File: config.mk
export PLATFORM = sky130hd
export DESIGN_NAME = prpg_bist_ctrl
export DESIGN_NICKNAME = d
export VERILOG_FILES = /design/src/rtl/prpg_pkg.sv /design/src/rtl/prpg_bist_ctrl_misr10.sv /design/src/rtl/prpg_bist_ctrl.sv
export SDC_FILE = /design/constraint.sdc
export NUM_CORES = 1
export LEC_CHECK = 0
export ABC_AREA = 1
export BUFFER_PORTS_ARGS = -buffer_cell sky130_fd_sc_hd__buf_4
export CORE_ASPECT_RATIO = 1.4
export CORE_UTILIZATION = 45
export CTS_CLUSTER_SIZE = 24
export DETAILED_ROUTE_END_ITERATION = 7
export PLACE_DENSITY = 0.7
export SLEW_MARGIN = 20
export SYNTH_ARGS = -nofsm -noshare
export SYNTH_HDL_FRONTEND = slang
export SYNTH_SLANG_ARGS = --single-unit
File: constraint.sdc
create_clock -name Clk -period 2.2 [get_ports Clk]
set_input_delay 0.55 -clock Clk [delete_from_list [all_inputs] [get_ports Clk]]
set_output_delay 0.55 -clock Clk [all_outputs]
set_load 0.02 [all_outputs]
File: src/rtl/prpg_pkg.sv
// Shared constants and state encoding for the 10-bit PRPG and its BIST sequencer.
// The step function is the x^10+x^3+1 shift used by both the PRPG and the MISR.
package prpg_pkg;

    localparam int PRPG_W   = 10;
    localparam int PRPG_TAP = 2;

    typedef enum logic [1:0] {
        ST_IDLE  = 2'd0,
        ST_LOAD  = 2'd1,
        ST_RUN   = 2'd2,
        ST_FLUSH = 2'd3
    } bist_state_e;

    function automatic logic [PRPG_W-1:0] prpg_step(input logic [PRPG_W-1:0] s);
        return {s[PRPG_W-2:0], s[PRPG_W-1] ^ s[PRPG_TAP]};
    endfunction

endpackage

File: src/rtl/prpg_bist_ctrl_misr10.sv
// 10-bit MISR built on the PRPG polynomial; compacts one data word per enabled cycle.
// reset is asynchronous active-low; clear has priority over enable.
module misr10
    import prpg_pkg::*;
(
    input  logic              clk,
    input  logic              reset,
    input  logic              clear,
    input  logic              enable,
    input  logic [PRPG_W-1:0] data,
    output logic [PRPG_W-1:0] sig
);

    always_ff @(posedge clk or negedge reset) begin
        if (!reset) begin
            sig <= '0;
        end else if (clear) begin
            sig <= '0;
        end else if (enable) begin
            sig <= prpg_step(sig) ^ data;
        end
    end

endmodule

File: src/rtl/prpg_bist_ctrl.sv
// BIST sequencer: uploads a seed to the PRPG, runs it for a programmed pattern
// count, compacts the output stream into a MISR signature and reports status.
//
// state    | meaning
// ---------+-----------------------------------------------------------
// ST_IDLE  | waiting for Go; flags and signature hold last result
// ST_LOAD  | one cycle of PrpgUpld; count of zero finishes immediately
// ST_RUN   | PrpgStart high for exactly Count cycles (down-counter)
// ST_FLUSH | start dropped; last pattern is absorbed into the MISR
module prpg_bist_ctrl
    import prpg_pkg::*;
#(
    parameter int CNT_W = 16
) (
    input  logic              Clk,
    input  logic              ResetB,
    input  logic              Go,
    input  logic              Abort,
    input  logic [PRPG_W-1:0] CfgSeed,
    input  logic [CNT_W-1:0]  CfgCount,
    output logic              PrpgUpld,
    output logic              PrpgStart,
    output logic [PRPG_W-1:0] PrpgSeed,
    input  logic [PRPG_W-1:0] PrpgOut,
    output logic              Busy,
    output logic              Done,
    output logic              Aborted,
    output logic              SeedErr,
    output logic [PRPG_W-1:0] Signature
);

    bist_state_e       state, state_nxt;
    logic [CNT_W-1:0]  cnt;
    logic [PRPG_W-1:0] seed;
    logic              pat_valid;
    logic              done_q, aborted_q, seed_err_q;
    logic              go_ok, seed_bad, abort_run, finish;

    always_ff @(posedge Clk or negedge ResetB) begin
        if (!ResetB) begin
            state <= ST_IDLE;
        end else begin
            state <= state_nxt;
        end
    end

    // Abort outranks Go in IDLE and every other transition elsewhere.
    always_comb begin
        state_nxt = state;
        go_ok     = 1'b0;
        seed_bad  = 1'b0;
        abort_run = 1'b0;
        finish    = 1'b0;
        case (state)
            ST_IDLE: begin
                if (Go && !Abort) begin
                    if (CfgSeed == '0) begin
                        seed_bad = 1'b1;
                    end else begin
                        go_ok     = 1'b1;
                        state_nxt = ST_LOAD;
                    end
                end
            end
            ST_LOAD: begin
                if (Abort) begin
                    abort_run = 1'b1;
                    state_nxt = ST_IDLE;
                end else if (cnt == '0) begin
                    finish    = 1'b1;
                    state_nxt = ST_IDLE;
                end else begin
                    state_nxt = ST_RUN;
                end
            end
            ST_RUN: begin
                if (Abort) begin
                    abort_run = 1'b1;
                    state_nxt = ST_IDLE;
                end else if (cnt == CNT_W'(1)) begin
                    state_nxt = ST_FLUSH;
                end
            end
            ST_FLUSH: begin
                if (Abort) begin
                    abort_run = 1'b1;
                end else begin
                    finish = 1'b1;
                end
                state_nxt = ST_IDLE;
            end
            default: state_nxt = ST_IDLE;
        endcase
    end

    // pat_valid tracks the PRPG's own start register; an abort kills it so the
    // word already being absorbed this cycle is the last one.
    always_ff @(posedge Clk or negedge ResetB) begin
        if (!ResetB) begin
            seed       <= '0;
            cnt        <= '0;
            pat_valid  <= 1'b0;
            done_q     <= 1'b0;
            aborted_q  <= 1'b0;
            seed_err_q <= 1'b0;
        end else begin
            if (go_ok) begin
                seed <= CfgSeed;
                cnt  <= CfgCount;
            end else if (state == ST_RUN) begin
                cnt <= cnt - CNT_W'(1);
            end

            pat_valid <= (state == ST_RUN) && !abort_run;

            if (go_ok || seed_bad) begin
                done_q <= 1'b0;
            end else if (finish) begin
                done_q <= 1'b1;
            end

            if (go_ok || seed_bad) begin
                aborted_q <= 1'b0;
            end else if (abort_run) begin
                aborted_q <= 1'b1;
            end

            if (go_ok) begin
                seed_err_q <= 1'b0;
            end else if (seed_bad) begin
                seed_err_q <= 1'b1;
            end
        end
    end

    misr10 u_misr (
        .clk    (Clk),
        .reset  (ResetB),
        .clear  (go_ok),
        .enable (pat_valid),
        .data   (PrpgOut),
        .sig    (Signature)
    );

    assign PrpgUpld  = (state == ST_LOAD);
    assign PrpgStart = (state == ST_RUN);
    assign Busy      = (state != ST_IDLE);
    assign PrpgSeed  = seed;
    assign Done      = done_q;
    assign Aborted   = aborted_q;
    assign SeedErr   = seed_err_q;

endmodule

Word-level counts from Yosys, hierarchy flattened

Index checks and enable logic that the tools add are counted.

Flip-flop bits (word level): 42
Output and inout bits: 26
Logic and storage cells: 63

$add $sub $neg: 1
Eq/ne operators: 7
Multiplexer cells: 29
Bitwise operators: 2
Reductions and logical operators: 16

Operator list:

| cell                                                | count |
|---|---|
| 2-to-1 mux 16 bit                                   | 2 |
| 2-to-1 mux 10 bit                                   | 2 |
| 2-to-1 mux 1 bit                                    | 17 |
| == test 16 x 1 -> 1 bit (second input constant)     | 1 |
| logical NOT 16 bit                                  | 1 |
| subtractor 16 x 1 -> 16 bit (second input constant) | 1 |
| 2-to-1 mux 2 bit                                    | 6 |
| nonzero test 2 bit                                  | 6 |
| logical NOT 10 bit                                  | 1 |
| XOR 10 bit                                          | 1 |
| one-hot mux 2 bit (4 select lines)                  | 1 |
| == test 2 bit (second input constant)               | 2 |
| != test 2 bit (second input constant)               | 2 |
| != test 3 x 2 -> 1 bit (second input constant)      | 1 |
| AND reduction 3 bit                                 | 1 |
| OR reduction 3 bit                                  | 1 |
| == test 2 x 1 -> 1 bit (second input constant)      | 1 |
| logical AND 1 bit                                   | 2 |
| logical NOT 1 bit                                   | 2 |
| logical NOT 2 bit                                   | 1 |
| one-hot mux 1 bit (2 select lines)                  | 1 |
| logical OR 1 bit                                    | 1 |
| XOR 1 bit                                           | 1 |

Depth between registers and ports, before layout

Depth in word-level cells: 6
Mapped depth: 9
Mapped depth without buffers: 9

By module

From an unflattened synthesis, not the netlist that was laid out.

Cells, all modules: 312
Area total of the unflattened synthesis: 2426.1 um^2

Modules (own cells, without submodules):

| module         | times used | cells each | area each (um^2) | seq. area each (um^2) |
|---|---|---|---|---|
| prpg_bist_ctrl | 1          | 261        | 1913.1           | 800.8 |
| misr10         | 1          | 51         | 513.0            | 250.2 |

Least setup slack after synthesis

OpenSTA, ideal clock, no wires.

Path type: input-to-reg
From: input CfgSeed[1]
To: register cnt[12]
Setup time: 117 ps
Arrival: 1322 ps
Required time: 2083 ps
Path slack: 760 ps
Stages: 9
Path buffers: 1
Path through: nor2_1 -> nand2_1 -> nor2_2 -> nand2_2 -> nand3_4 -> buf_6 -> nand3_1 -> nand3_1 -> nand2_1

Cells in the longest elaborated chain, start to end: 5

Ends and longest elaborated chain:

| what                                                    | RTL line              | RTL |
|---|---|---|
| from (decl)                                             | prpg_bist_ctrl.sv:19  | `input logic [PRPG_W-1:0] CfgSeed,` |
| logical NOT 10 bit (*)                                  | prpg_bist_ctrl.sv:57  | `if (CfgSeed == '0) begin` |
| 2-to-1 mux 1 bit (*)                                    | prpg_bist_ctrl.sv:57  |  |
| 2-to-1 mux 1 bit (*)                                    | prpg_bist_ctrl.sv:56  | `if (Go && !Abort) begin` |
| 2-to-1 mux 1 bit (*)                                    | prpg_bist_ctrl.sv:54  | `case (state)` |
| 2-to-1 mux 16 bit or nonzero test 2 bit (tied branches) | n/a                   |  |
| to (signal assigned)                                    | prpg_bist_ctrl.sv:109 | `cnt <= CfgCount;` |
| to (signal assigned)                                    | prpg_bist_ctrl.sv:111 | `cnt <= cnt - CNT_W'(1);` |
| to (decl)                                               | prpg_bist_ctrl.sv:33  | `logic [CNT_W-1:0] cnt;` |

Every way passes the cells marked *; elsewhere a longest branch is shown, timed or not.
A chain may end at the register's enable or synchronous reset.

Worst setup path in the final report

From: register state[0]
To: output PrpgStart

Cells in the longest elaborated chain, start to end: 1

Ends and longest elaborated chain:

| what                   | RTL line              | RTL |
|---|---|---|
| from (decl)            | prpg_bist_ctrl.sv:32  | `bist_state_e state, state_nxt;` |
| from (signal assigned) | prpg_bist_ctrl.sv:43  | `state <= state_nxt;` |
| == test 2 bit          | prpg_bist_ctrl.sv:146 | `assign PrpgStart = (state == ST_RUN);` |
| to (decl)              | prpg_bist_ctrl.sv:22  | `output logic PrpgStart,` |

Every way passes these cells.

==> flow_summary.yaml <==
clock_network:
  insertion_delay_ns: 0.29
  cts_buffers: 5
  cts-resized-gates: 0
  cts_max_level: 2
  post_cts_buffers: 0
  postCtsHoldBufs: 0
  root_buffer: "clkbuf_8"
  clk_pin_slew_ns: 0.08
  clockBufferDepth: 2
  cts_tree: "built"
  clock_sink_count: 42
grt:
  grt_pass1_vias: 2198
  use_met1_pct: 24.1
  gr-total-overflow: 0
  grt.busiest_layer: "met2"
  track_usage_pct: 21.1
  grtUsageMet2_pct: 39.9
  antenna_found_initial: 0
  grt_max_degree: 43
  met3_usage_pct: 3.57
  grt_pass1_wl_um: 9430
hold_path:
  worst_hold_path_type: "in2async"
die:
  core_mm2: 0.00524
  io_pins: 66
  die_w_um: 64.5
  die_height_um: 89.5
  dieArea_mm2: 0.00578
  start_util_pct: 47.0
  rows: 31
drt:
  wirelength_um: 5500
  drtAntennaViolNets: 0
  routed_via_density: 4.89
  first_pass_iters: 4
  wl_per_cell_um: 11.9
  drtIter0Drc: 60
  vias: 2257
  remaining_drc_errors: 0
place:
  gp_congestion: 0.884
  place_ws_ns: 0.319
  dp_hpwl_um: 4160
  io_buffers: 65
synthesis:
  async_flop_share_pct: 100
  synth_top_cells_by_area: "dfrtp_1 (43%), nand2_1 (16%), inv_1 (5.3%)"
  synth_fp_nets: 372
  synth_seq_area_share_pct: 42.7
  syn_inst: 329
  synth_commonest_cells: "nand2_1 (107), dfrtp_1 (42), inv_1 (35)"
  ys_types: 30
  yosysMostFrequentCell: "nand2_1"
  yosysTopAreaCellShare_pct: 42.7
  syn_avg_cell_area_um2: 7.48
  synth_seq_cells: 42
  synth.cell_area_mm2: 0.00246
  synth_edf_count: 0
  ys_warn_count: 0
  ys.flop_type: "dfrtp_1"
  yosysTopAreaCell: "dfrtp_1"
final_layout:
  n_fill_cell: 531
  num_antenna_cells: 0
  nets: 438
  drive_gt1_share_pct: 24.5
  multi_input_area_mm2: 0.00117
  regArea_mm2: 0.00105
  synthToLayoutAreaGrowth_pct: 24.6
sta:
  fin_skew_ns: 0.00289
  finalHoldViolations: 0
  timing.setup.tns_ns: 0
  setup_slack_ns: 0.377
  final-setup-viol-count: 0
  fin_crit_sh_pct: 82.9
  drv_slew: 0
  whs_ns: 0.229
  fmax_mhz: 548
  relSlewSlack_pct: 65.1
  rsz0062_at_grt: "no"
  fin_crit_ns: 1.82
  worst_slew_pin_slew_ns: 0.523
critical_path:
  path_class: "reg2out"
  crit_required_ns: 1.65
  critPathLaunchType: "register"
  path_max_fanout: 13
  worstSetupEndpointType: "output port"
  r2r_cells: 5
  cp.arrival_ns: 1.27
run:
  drv_cap: 0
power_and_ir_drop:
  powerDensity_mw_per_mm2: 1260
  ir_worst_vdd_uv: 684
  power_leakage_uw: 0.00163
run_status:
  outcome: "complete, no violations"
## layer usage
layer | vias to the layer above | wire (µm)
li1 | 1155 | -
met1 | 1038 | 2320
met2 | 59 | 2870
met3 | 5 | 246
met4 | 0 | 60
met5 | - | 0
## stage by stage
step                total power [µW]  std cells  util (%)  instance area (µm²)
global route                    4220        462      58.6                 3070
global placement                3320        454      56.8                 2970
detailed placement              3360        454      56.8                 2970
finish                          3870        462      58.6                 3070
floorplan                       2730        329         -                 2460
CTS                             3900        462      58.6                 3070
## logic make-up (layout without fill, tap and decap cells)
kind of cell	after synthesis	in the layout	synth area share, %
xor gates and xnor gates	13	13	4.62
adders and majority gates	3	3	1.52
buffers and inverters	51	118	9.65
DFF	42	42	42.7
AOI/OAI and AO/OA	32	32	7.47
and+or+nand+nor	188	188	34.0
## flip-flops by register name, indices dropped and copies added, names as in the netlist
register / cells
Done: 1
SeedErr: 1
cnt: 16
Aborted: 1
u_misr.sig: 10
state: 2
pat_valid: 1
PrpgSeed: 10
## report_power, final
| group | total [µW] | switching (µW) | internal, µW |
|---|---|---|---|
| logic | 1920 | 1160 | 766 |
| registers | 1430 | 315 | 1110 |
| clock network | 520 | 268 | 252 |
## worst max-delay path, stage by stage, from the launching register on
cell     delay (ns)
dfrtp_1        0.43
inv_2          0.10
nand2_4        0.11
inv_4          0.17
buf_4          0.17
## path summary, 6_finish.rpt
path                                 startpoint                        end  slack (ns)
setup / recovery           state[0]$_DFFE_PN0P_                  PrpgStart        0.38
setup reg to reg           state[1]$_DFFE_PN0P_         cnt[9]$_DFFE_PN0P_        0.59
max in group asynchronous                ResetB  u_misr.sig[7]$_DFFE_PN0P_        1.61
hold reg to reg                Done$_DFFE_PN0P_           Done$_DFFE_PN0P_        0.49
hold / removal                           ResetB    PrpgSeed[7]$_DFFE_PN0P_        0.23
min in group Clk                    CfgCount[5]         cnt[5]$_DFFE_PN0P_        0.46
## cell usage in the layout (no fill, tap or decap), types with 2 or more instances in the layout
cell type / Yosys / routed
a21oi_1: 3 / 3
buf_4: 1 / 66
clkbuf_8: 0 / 6
dfrtp_1: 42 / 42
ha_1: 3 / 3
inv_1: 35 / 35
inv_2: 7 / 7
inv_4: 2 / 2
nand2_1: 107 / 107
nand2_2: 2 / 2
nand2_4: 2 / 2
nand3_1: 24 / 24
nand3b_1: 3 / 3
nand4_1: 7 / 7
nor2_1: 34 / 34
nor2_4: 4 / 4
o211ai_1: 4 / 4
o21ai_0: 10 / 10
o21ai_1: 11 / 11
or2_0: 2 / 2
xnor2_1: 10 / 10
xor2_1: 3 / 3
## final cells by class
| class | count | area share (%) |
|---|---|---|
| sequential | 42 | 34.3 |
| clock inverter | 2 | 0.408 |
| timing repair buffer | 66 | 16.2 |
| tap | 66 | 2.69 |
| clock buffer | 6 | 2.69 |
| multi-input combinational | 236 | 38.3 |
| inverter | 44 | 5.55 |
Power figures use the tool's default switching activity.
